===== config.mk =====
export PLATFORM = sky130hd
export DESIGN_NAME = apb_regfile_slave
export DESIGN_NICKNAME = d
export VERILOG_FILES = /design/src/rtl/apb_regfile_slave.sv
export SDC_FILE = /design/constraint.sdc
export NUM_CORES = 1
export LEC_CHECK = 0
export ABC_CLOCK_PERIOD_IN_PS = 2900
export BUFFER_PORTS_ARGS = -buffer_cell sky130_fd_sc_hd__buf_2
export CELL_PAD_IN_SITES_DETAIL_PLACEMENT = 1
export CELL_PAD_IN_SITES_GLOBAL_PLACEMENT = 1
export CORE_ASPECT_RATIO = 1.25
export CORE_MARGIN = 3
export CORE_UTILIZATION = 35
export CTS_CLUSTER_SIZE = 8
export DETAILED_ROUTE_END_ITERATION = 8
export PLACE_DENSITY = 0.61
export SLEW_MARGIN = 25
export SYNTH_ARGS = -nofsm -noshare
export SYNTH_HDL_FRONTEND = slang
export SYNTH_SLANG_ARGS = --single-unit

===== constraint.sdc =====
create_clock -name s_axi_clk -period 2.9 [get_ports s_axi_clk]
set_input_delay 0.435 -clock s_axi_clk [delete_from_list [all_inputs] [get_ports s_axi_clk]]
set_output_delay 0.435 -clock s_axi_clk [all_outputs]
set_load 0.05 [all_outputs]

===== src/rtl/apb_regfile_slave.sv =====
// APB3/APB4 completer holding NUM_REGS word registers with byte-strobe writes,
// programmable wait states and pslverr on out-of-range, misaligned or read-only accesses.
module apb_regfile_slave #(
  parameter logic [31:0] BASE_ADDR   = 32'h0000_0000,
  parameter int unsigned NUM_REGS    = 16,
  parameter int unsigned WAIT_STATES = 2,
  parameter logic [63:0] RO_MASK     = 64'h0,
  parameter logic [31:0] RESET_VAL   = 32'h0
) (
  input  logic        s_axi_clk,
  input  logic        s_axi_aresetn,
  input  logic        s_apb_psel,
  input  logic        s_apb_penable,
  input  logic        s_apb_pwrite,
  input  logic [31:0] s_apb_paddr,
  input  logic [31:0] s_apb_pwdata,
  input  logic [3:0]  s_apb_pstrb,
  input  logic [2:0]  s_apb_pprot,
  output logic        s_apb_pready,
  output logic [31:0] s_apb_prdata,
  output logic        s_apb_pslverr
);

  localparam int unsigned IdxW     = (NUM_REGS > 1) ? $clog2(NUM_REGS) : 1;
  localparam logic [3:0]  WaitInit = 4'(WAIT_STATES);

  typedef enum logic [0:0] {StIdle, StAccess} state_e;

  state_e      state_q, state_d;
  logic [3:0]  wait_cnt_q, wait_cnt_d;
  logic        latch_en;

  logic [31:0] addr_q, wdata_q;
  logic        write_q;
  logic [3:0]  strb_q;

  logic [31:0] regs_q [NUM_REGS];

  logic [31:0]     offset;
  logic [IdxW-1:0] idx_sel;
  logic            hit, ro_hit, err;
  logic            commit_wr;
  logic [31:0]     rdata;
  logic            unused;

  always_comb begin
    state_d    = state_q;
    wait_cnt_d = wait_cnt_q;
    latch_en   = 1'b0;
    unique case (state_q)
      StIdle: begin
        // penable already high without a setup phase is not a new transfer
        if (s_apb_psel && !s_apb_penable) begin
          state_d    = StAccess;
          wait_cnt_d = WaitInit;
          latch_en   = 1'b1;
        end
      end
      StAccess: begin
        if (!s_apb_psel) begin
          state_d = StIdle;
        end else if (wait_cnt_q != 4'd0) begin
          wait_cnt_d = wait_cnt_q - 4'd1;
        end else begin
          state_d = StIdle;
        end
      end
      default: state_d = StIdle;
    endcase
  end

  always_ff @(posedge s_axi_clk or negedge s_axi_aresetn) begin
    if (!s_axi_aresetn) begin
      state_q    <= StIdle;
      wait_cnt_q <= 4'd0;
      addr_q     <= 32'h0;
      wdata_q    <= 32'h0;
      write_q    <= 1'b0;
      strb_q     <= 4'h0;
    end else begin
      state_q    <= state_d;
      wait_cnt_q <= wait_cnt_d;
      if (latch_en) begin
        addr_q  <= s_apb_paddr;
        wdata_q <= s_apb_pwdata;
        write_q <= s_apb_pwrite;
        strb_q  <= s_apb_pstrb;
      end
    end
  end

  // Decode works purely from the request latched at setup.
  always_comb begin
    offset  = addr_q - BASE_ADDR;
    idx_sel = offset[IdxW+1:2];
    hit     = (addr_q >= BASE_ADDR) && ({2'b00, offset[31:2]} < 32'(NUM_REGS));
    ro_hit  = RO_MASK[offset[7:2]];
    err     = !hit || (addr_q[1:0] != 2'b00) || (write_q && ro_hit);
    rdata   = hit ? regs_q[idx_sel] : 32'h0;
  end

  assign s_apb_pready  = (state_q == StAccess) && s_apb_psel && (wait_cnt_q == 4'd0);
  assign s_apb_pslverr = s_apb_pready && err;
  assign s_apb_prdata  = (s_apb_pready && !write_q && !err) ? rdata : 32'h0;
  assign commit_wr     = s_apb_pready && write_q && !err;

  always_ff @(posedge s_axi_clk or negedge s_axi_aresetn) begin
    if (!s_axi_aresetn) begin
      for (int i = 0; i < int'(NUM_REGS); i++) begin
        regs_q[i] <= RESET_VAL;
      end
    end else if (commit_wr) begin
      for (int b = 0; b < 4; b++) begin
        if (strb_q[b]) begin
          regs_q[idx_sel][8*b +: 8] <= wdata_q[8*b +: 8];
        end
      end
    end
  end

  assign unused = ^{s_apb_pprot, offset[1:0]};

endmodule

Word level (Yosys, flattened, before mapping)
Memories as Yosys holds them, arrays and structs flattened.
Cells that the tools add are included.
{"block": "totals", "regBits": 586, "romBits": 64, "output_inout_bits": 34, "word_cells": 89, "mem_count": 1}
{"memory": "(no name shown)", "depth": 64, "word_bits": 1, "read_ports": 1, "rd_clocked_by_memory_dff": 0, "write_ports": 0, "line": "97", "text": "ro_hit = RO_MASK[offset[7:2]];"}
{"block": "op_classes", "add_sub_neg": 1, "order_cmp": 5, "n_eq_ne": 3, "mux": 34, "bitwise_logic": 2, "n_reduce_logical": 21}
{"cell": "2-to-1 mux 512 bit", "n": 7}
{"cell": "bitwise mux 512 bit", "n": 4}
{"cell": "demux 32 bit (select 4 bit)", "n": 4}
{"cell": "2-to-1 mux 32 bit", "n": 5}
{"cell": "binary-select mux 32 bit (select 4 bit)", "n": 1}
{"cell": ">= comparator 32 x 1 -> 1 bit, second input constant", "n": 1}
{"cell": "< comparator 30 x 5 -> 1 bit, second input constant", "n": 1}
{"cell": "2-to-1 mux 24 bit", "n": 1}
{"cell": "2-to-1 mux 16 bit", "n": 1}
{"cell": "2-to-1 mux 4 bit", "n": 3}
{"cell": "logical AND 1 bit", "n": 11}
{"cell": "2-to-1 mux 8 bit", "n": 1}
{"cell": "one-hot mux 4 bit (2 select lines)", "n": 1}
{"cell": "< comparator 6 x 7 -> 1 bit, second input constant", "n": 1}
{"cell": ">= comparator 5 bit, second input constant", "n": 1}
{"cell": "< comparator 5 x 1 -> 1 bit, second input constant", "n": 1}
{"cell": "2-to-1 mux 1 bit", "n": 5}
{"cell": "inverter 4 -> 5 bit", "n": 1}
{"cell": "zero test 1 bit", "n": 4}
{"cell": "zero test 4 bit", "n": 1}
{"cell": "!= test 2 bit, second input constant", "n": 2}
{"cell": "nonzero test 4 bit", "n": 1}
{"cell": "subtractor 4 x 1 -> 4 bit, second input constant", "n": 1}
{"cell": "AND reduction 3 bit", "n": 1}
{"cell": "other kinds (5)", "n": 6}

Depth between registers and ports, before layout
Gate-level depths: netlist of the first run.
{"block": "depth", "ltp_word": 16, "ltp_mapped": 9, "mapped_depth_nobuf": 6}

Least setup slack after synthesis of the first run
OpenSTA, ideal clock, no wires.
{"block": "synth_path", "path_type": "register -> output", "start": "register wait_cnt_q[0]", "end": "output port s_apb_prdata[10]", "arrival_ns": 2.762, "t_required_ns": 2.465, "setup_slack_ns": -0.297, "stages_incl_launch_ff": 10, "path_buffers": 3, "cell_sequence": "dfrtp_1 > inv_1 > ha_1 > nand4bb_4 > or2_4 > buf_6 > or4_1 > clkbuf_1 > clkbuf_1 > a21oi_1"}
{"block": "synth_between", "elab_chain_cells": 5}
{"element": "start, declared", "line": "30", "text": "logic [3:0] wait_cnt_q, wait_cnt_d;"}
{"element": "start signal, assigned", "line": "82", "text": "wait_cnt_q <= wait_cnt_d;"}
{"element": "zero test 4 bit", "line": "102", "text": "assign s_apb_pready = (state_q == StAccess) && s_apb_psel && (wait_cnt_q == 4'd0);"}
{"element": "logical AND 1 bit", "line": "102"}
{"element": "logical AND 1 bit (2 in a row)", "line": "104", "text": "assign s_apb_prdata = (s_apb_pready && !write_q && !err) ? rdata : 32'h0;"}
{"element": "2-to-1 mux 32 bit", "line": "104"}
{"element": "end, declared", "line": "20", "text": "output logic [31:0] s_apb_prdata,"}
Every way passes these cells.

Worst setup path after layout of the first run
{"block": "layout_path", "start": "register wait_cnt_q[0]", "end": "output port s_apb_prdata[16]"}
Same word-level chain as after synthesis.

==> flow_summary_export.csv, run 1 <==
group,metric,value,unit
setup_path,start_kind,"flop",
global_route,grt.overflow.total,0,
hold_path,hold_class,"input port to flop",
setup_path,cp-end-kind,"output pin",
timing,final-hold-violation-count,0,
placed_design,gp_congestion,0.733,
timing,tightest_slew,0.842,ns
global_route,grt_pass1_vias,18500,
placed_design,io_buffers,106,
cts,cts_htree_levels,3,
run_status,violations,"negative setup slack",
cts,clk_pin_slew,0.05,ns
power,powerDensity,599,nW/um2
floorplan,die_area,82000,um2
setup_path,crit_arrival,2.98,ns
setup_path,slowest_stage,"or4_4",
final_layout,drive_above_1_share,0.584,
drt,wirelength,72900,um
run_status,status,"finished with violations",
timing,setup_violations,33,
timing,rsz0062_at_grt,"true",
timing,slew_headroom,0.431,
timing,fmax,293,MHz
synth,yosysUniqueCellTypes,36,
final_layout,area.growth.synth_to_final,21.3,%
floorplan,chipHeight,319,um
floorplan,start_util,0.354,
power,power,20.0,mW
run,max_cap_violations,0,
timing,slew_violations,0,
setup_path,cp_top_family,"simple AND/OR/NAND/NOR gates",
timing,holdWs,0.0398,ns
placed_design,dp_hpwl,46000,um
cts,cts_sinks,586,
cts,cts_buffers,83,
setup_path,startpoint,"wait_cnt_q[0]$_DFFE_PN0P_",
floorplan,die_w,257,um
setup_path,crit_buf_inv,5,
timing,skew,0.0259,ns
power,peakVddDrop,382,uV
cts,cts_tree,"built",
floorplan,core_area,77600,um2
cts,clock-root-buffer,"clkbuf_16",
setup_path,r2r-start,"addr_q[27]$_DFFE_PN0P_",
drt,first_pass_iters,4,
cts,clock_path_buffers,3,
setup_path,cpMostUsedCell,"buf_12",
placed_design,dp_cells,2877,
synth,synth_area_per_cell,16.0,um2
timing,fin_ws,-0.514,ns
setup_path,crit_chain,"inv_1, ha_4, nand4bb_4, or2_4, or4_4, buf_8, buf_12, a21oi_2, buf_4, buf_12",
global_route,grt_max_degree,83,
synth,yosysSeqAreaShare,0.533,
final_layout,final_common_cell,"dfrtp_1",
global_route,grt_pass1_wl,114000,um
drt,antenna_left,0,
synth,ys_ff_latch,586,
final_layout,n_antenna_cell,0,
final_layout,mostFrequentLayoutCells,"dfrtp_1 (584), mux2_2 (494), mux4_2 (128)",
floorplan,ios,110,
cts,clkLatencyLatePin,0.63,ns
drt,drc,0,
timing,period_share,1.18,
global_route,grt_use_total,0.181,
setup_path,critical_path.max_fanout,10,
synth,synth_area,27500,um2
drt,drt-vias-per-instance,5.29,
final_layout,fillers,7632,
drt,wl_per_cell,24.5,um
setup_path,critPathMaxStageDelay,0.54,ns
drt,dr.first_iter.drc_count,814,
synth,ys_warn_count,0,
floorplan,num_rows,114,
setup_path,crit_type,"flop to output pin",
final_layout,stdcell_count,2980,
final_layout,nets,2003,
final_layout,multi_input_area,12300,um2
global_route,antenna_found_initial,0,
synth,syn_inst,1715,
final_layout,ff_latch_area,14700,um2
timing,final.setup.tns,-13.58,ns
drt,vias,15800,
power,leakage,15.8,nW
setup_path,worstPathRequired,2.47,ns
hold_path,hp-start,"s_apb_pwdata[31]",
timing,post-route-min-period,3.41,ns
synth,syn-num-nets,1792,
routing by layer:
metal  vias up  GRT usage  share of wire
li1       6857          -              -
met1      8608      0.229           0.43
met2       233      0.321           0.52
met3        74     0.0266          0.032
met4         0     0.0524          0.019
met5         -          0              0
stage by stage:
stage / area (um2) / worst slack [ns] / utilization
3_5_place_dp: 30800 / -0.241 / 0.397
3_3_place_gp: 30800 / -0.280 / 0.397
6_report: 33400 / -0.514 / 0.430
2_1_floorplan: 27500 / -0.297 / -
5_1_grt: 33400 / -0.619 / 0.430
4_1_cts: 33200 / -0.560 / 0.428
synth_stat cells:
cell type / count / area [um2]
mux2_4: 80 / 1200
a41oi_1: 1 / 8.76
nand4_1: 4 / 25.0
nor3_1: 2 / 10.0
or4_1: 17 / 128
dfrtp_1: 586 / 14700
and2_1: 5 / 31.3
nand4bb_4: 1 / 27.5
mux2_2: 494 / 5560
nand2b_1: 1 / 6.26
and4_1: 1 / 8.76
xor2_1: 2 / 17.5
nand2_1: 64 / 240
inv_1: 4 / 15.0
mux4_2: 128 / 2880
nor4_4: 48 / 1020
ha_1: 1 / 12.5
clkbuf_2: 4 / 20.0
buf_6: 11 / 124
mux2_1: 7 / 78.8
buf_2: 33 / 165
buf_4: 5 / 37.5
a21oi_1: 32 / 160
or2_4: 1 / 8.76
and3_1: 1 / 6.26
o21ai_0: 1 / 5.00
nand3_1: 1 / 5.00
nor2_1: 6 / 22.5
clkbuf_1: 56 / 210
buf_1: 30 / 113
a22oi_1: 64 / 480
nor4b_1: 4 / 35.0
nor2b_1: 2 / 12.5
and4b_1: 4 / 40.0
nor4_1: 8 / 50.1
nor4bb_1: 6 / 60.1
sequential cells by signal (all words and copies together), names as in the netlist:
| register | flops |
|---|---|
| write_q | 1 |
| regs_q | 512 |
| state_q | 1 |
| wait_cnt_q | 4 |
| strb_q | 4 |
| addr_q | 32 |
| wdata_q | 32 |
path summary, 6_finish.rpt:
check                                          endpoint  slack, ns  depth (start not counted)
worst max-delay path                   s_apb_prdata[16]      -0.51                         10
max in group asynchronous       regs_q[179]$_DFFE_PN0P_       1.56                          4
min in group asynchronous       regs_q[449]$_DFFE_PN0P_       0.35                          2
worst min-delay path            wdata_q[31]$_DFFE_PN0P_       0.04                          2
worst max register to register  regs_q[364]$_DFFE_PN0P_       0.09                          9
worst min register to register  regs_q[156]$_DFFE_PN0P_       0.49                          1
layout make-up:
class	instances	area share
flip-flops and latches	586	0.440
clock inverters	6	0.00203
multi-input cells	986	0.370
clock buffers	89	0.0635
well taps	1044	0.0392
inverters	4	0.000450
repair buffers	265	0.0854
logic make-up (layout without fill, tap and decap cells):
group	count (synthesis)	count (layout)	share of synthesized area
AO/OA/AOI/OAI	98	98	0.0238
XOR/XNOR	2	2	0.000637
adder cells (fa/ha/maj)	1	1	0.000455
buffers and inverters	143	364	0.0249
flip-flops	586	586	0.533
multiplexers	709	709	0.354
AND/OR/NAND/NOR	176	176	0.0632
where the power goes:
group / total [mW] / internal, mW / switching [mW]
Sequential: 9.12 / 8.43 / 0.687
Combinational: 2.33 / 1.03 / 1.31
Clock: 8.52 / 5.10 / 3.42
Total: 20.0 / 14.6 / 5.41
worst reg2reg max path, cell delays in order (launching register included):
cell and delay, ns:
dfrtp_1 0.38, nor4_2 0.31, buf_4 0.16, nand4_1 0.11
buf_4 0.18, buf_4 0.33, clkbuf_16 0.34, nor4_4 0.35
buf_12 0.18, mux2_2 0.35
what timing repair did:
action / 4_1_cts / 5_1_grt
setup endpoints to repair: 297 / 313
hold buffers: 4 / 0
resized for setup: 41 / 20
hold endpoints to repair: 52 / 0
setup buffers: 4 / 2
cloned: 0 / 1
pin swaps: 2 / 1
(Power assumes the default switching activity.)
==> run 2: changes to the inputs <==
- BUFFER_PORTS_ARGS: -buffer_cell sky130_fd_sc_hd__buf_2 -> -buffer_cell sky130_fd_sc_hd__buf_4
- HOLD_SLACK_MARGIN: default -> 0.08
==> flow_summary_export.csv, run 2 (synthesis results as in run 1) <==
group,metric,value,unit
placed_design,io_buffers,106,
drt,drt-vias-per-instance,5.27,
setup_path,slowest_stage,"or4_4",
floorplan,die_area,82000,um2
drt,vias,16000,
setup_path,critPathMaxStageDelay,0.55,ns
floorplan,num_rows,114,
timing,tightest_slew,0.812,ns
final_layout,nets,2062,
drt,drc,0,
global_route,grt_pass1_wl,113000,um
floorplan,core_area,77600,um2
placed_design,gp_congestion,0.753,
timing,period_share,1.16,
setup_path,worstPathRequired,2.47,ns
power,share_seq_of_total_power,0.455,
power,pwr-share-clk,0.429,
cts,cts_buffers,83,
final_layout,top_regs,"regs_q x512, addr_q x32, wdata_q x32",
cts,clk_pin_slew,0.04,ns
setup_path,start_kind,"flop",
timing,holdWs,0.143,ns
power,peakVddDrop,431,uV
power,p_comb_frac,0.117,
power,intPower,14.6,mW
setup_path,crit_buf_inv,5,
cts,clkLatencyLatePin,0.63,ns
timing,fmax,297,MHz
setup_path,crit_chain,"nor4_2, buf_4, nand4_1, buf_6, or4_4, clkbuf_16, a21oi_2, buf_4, buf_8",
cts,clock_path_buffers,3,
run,max_cap_violations,0,
drt,wirelength,72900,um
timing,final-hold-violation-count,0,
global_route,grt_max_degree,113,
global_route,grt.overflow.total,0,
timing,skew,0.0263,ns
final_layout,final_common_cell,"dfrtp_1",
drt,dr.first_iter.drc_count,773,
floorplan,die_w,257,um
run_status,status,"finished with violations",
drt,first_pass_iters,5,
timing,fin_ws,-0.465,ns
placed_design,dp_hpwl,46000,um
drt,antenna_left,0,
final_layout,mostFrequentLayoutCells,"dfrtp_1 (584), mux2_2 (494), buf_4 (160)",
setup_path,crit_type,"flop to output pin",
power,powerDensity,585,nW/um2
setup_path,critical_path.max_fanout,5,
setup_path,crit_arrival,2.93,ns
floorplan,start_util,0.354,
hold_path,hold_class,"input port to flop",
setup_path,cp-end-kind,"output pin",
setup_path,startpoint,"addr_q[25]$_DFFE_PN0P_",
run_status,violations,"negative setup slack",
power,leakage,16.1,nW
setup_path,cp_top_family,"simple AND/OR/NAND/NOR gates",
final_layout,n_antenna_cell,0,
power,netSwitchingFraction,0.270,
timing,rsz0062_at_grt,"true",
final_layout,largest_reg_flops,512,
global_route,antenna_found_initial,1,
final_layout,fin_util,0.441,
final_layout,top_register,"regs_q",
final_layout,drive_above_1_share,0.573,
drt,wl_per_cell,24.0,um
timing,slew_violations,0,
timing,slew_headroom,0.459,
cts,cts_htree_levels,3,
power,p_switching,5.40,mW
cts,cts_tree,"built",
floorplan,ios,110,
setup_path,r2r-start,"addr_q[25]$_DFFE_PN0P_",
global_route,grt_use_total,0.179,
cts,clock-root-buffer,"clkbuf_16",
timing,setup_violations,33,
hold_path,hp-start,"s_apb_psel",
cts,cts_sinks,586,
final_layout,area.growth.synth_to_final,24.5,%
floorplan,chipHeight,319,um
timing,post-route-min-period,3.36,ns
global_route,grt_pass1_vias,18500,
setup_path,cpMostUsedCell,"buf_4",
## run 2: timing repair
action,CTS,global route
gates resized for setup,62,54
hold buffers,71,0
hold endpoints to repair,112,0
endpoints found under the setup margin,273,226
setup buffers,0,1
pin swaps,1,3
cloned,0,2
## run 2: power groups by stage
stage | logic [mW] | registers [mW] | clock network [mW]
2_1_floorplan | 1.54 | 8.75 | 0
5_1_grt | 2.52 | 9.16 | 9.20
3_3_place_gp | 2.24 | 9.18 | 0
3_5_place_dp | 2.28 | 9.22 | 0
4_1_cts | 2.37 | 9.10 | 8.86
6_report | 2.33 | 9.10 | 8.58
## run 2: cell type report
type / instances / area, um2
timing repair buffer: 324 / 3520
clock inverter: 6 / 67.6
sequential: 586 / 14700
multi-input combinational: 986 / 12500
clock buffer: 87 / 2130
tap: 1044 / 1310
inverter: 4 / 15.0
fill: 7533 / 43400
## run 2: worst register-to-register path, delay by kind of cell (launching register included)
family | cells | cell delay (ns)
DFF | 1 | 0.39
and+or+nand+nor | 3 | 0.78
buffers and inverters | 5 | 1.17
muxes | 1 | 0.34
## run 2: through the flow
step,instances,cell area [um2],worst slack (ns),setup TNS [ns],total power [mW]
2_1_floorplan,1715,27500,-0.297,-9.09,10.3
5_1_grt,3037,34200,-0.566,-18.89,20.9
4_1_cts,3035,33900,-0.516,-15.24,20.3
3_3_place_gp,2871,30700,-0.176,-33.95,11.4
3_5_place_dp,2871,30700,-0.189,-38.59,11.5
6_report,3037,34200,-0.465,-13.18,20.0
## run 2: metal layers
metal,GRT usage,vias up,wire length (um)
met2,0.312,260,37800
li1,-,6979,-
met4,0.0606,0,1540
met1,0.230,8674,31400
met5,0,-,0
met3,0.0242,98,2200
## run 2: path summary, 6_finish.rpt
kind | endpoint | slack [ns] | cells after the start
max | s_apb_prdata[5] | -0.46 | 9
min | wait_cnt_q[0]$_DFFE_PN0P_ | 0.14 | 3
max reg2reg | regs_q[205]$_DFFE_PN0P_ | 0.07 | 9
min reg2reg | regs_q[95]$_DFFE_PN0P_ | 0.49 | 1
max in group asynchronous | regs_q[100]$_DFFE_PN0P_ | 1.57 | 3
min in group asynchronous | regs_q[35]$_DFFE_PN0P_ | 0.34 | 2
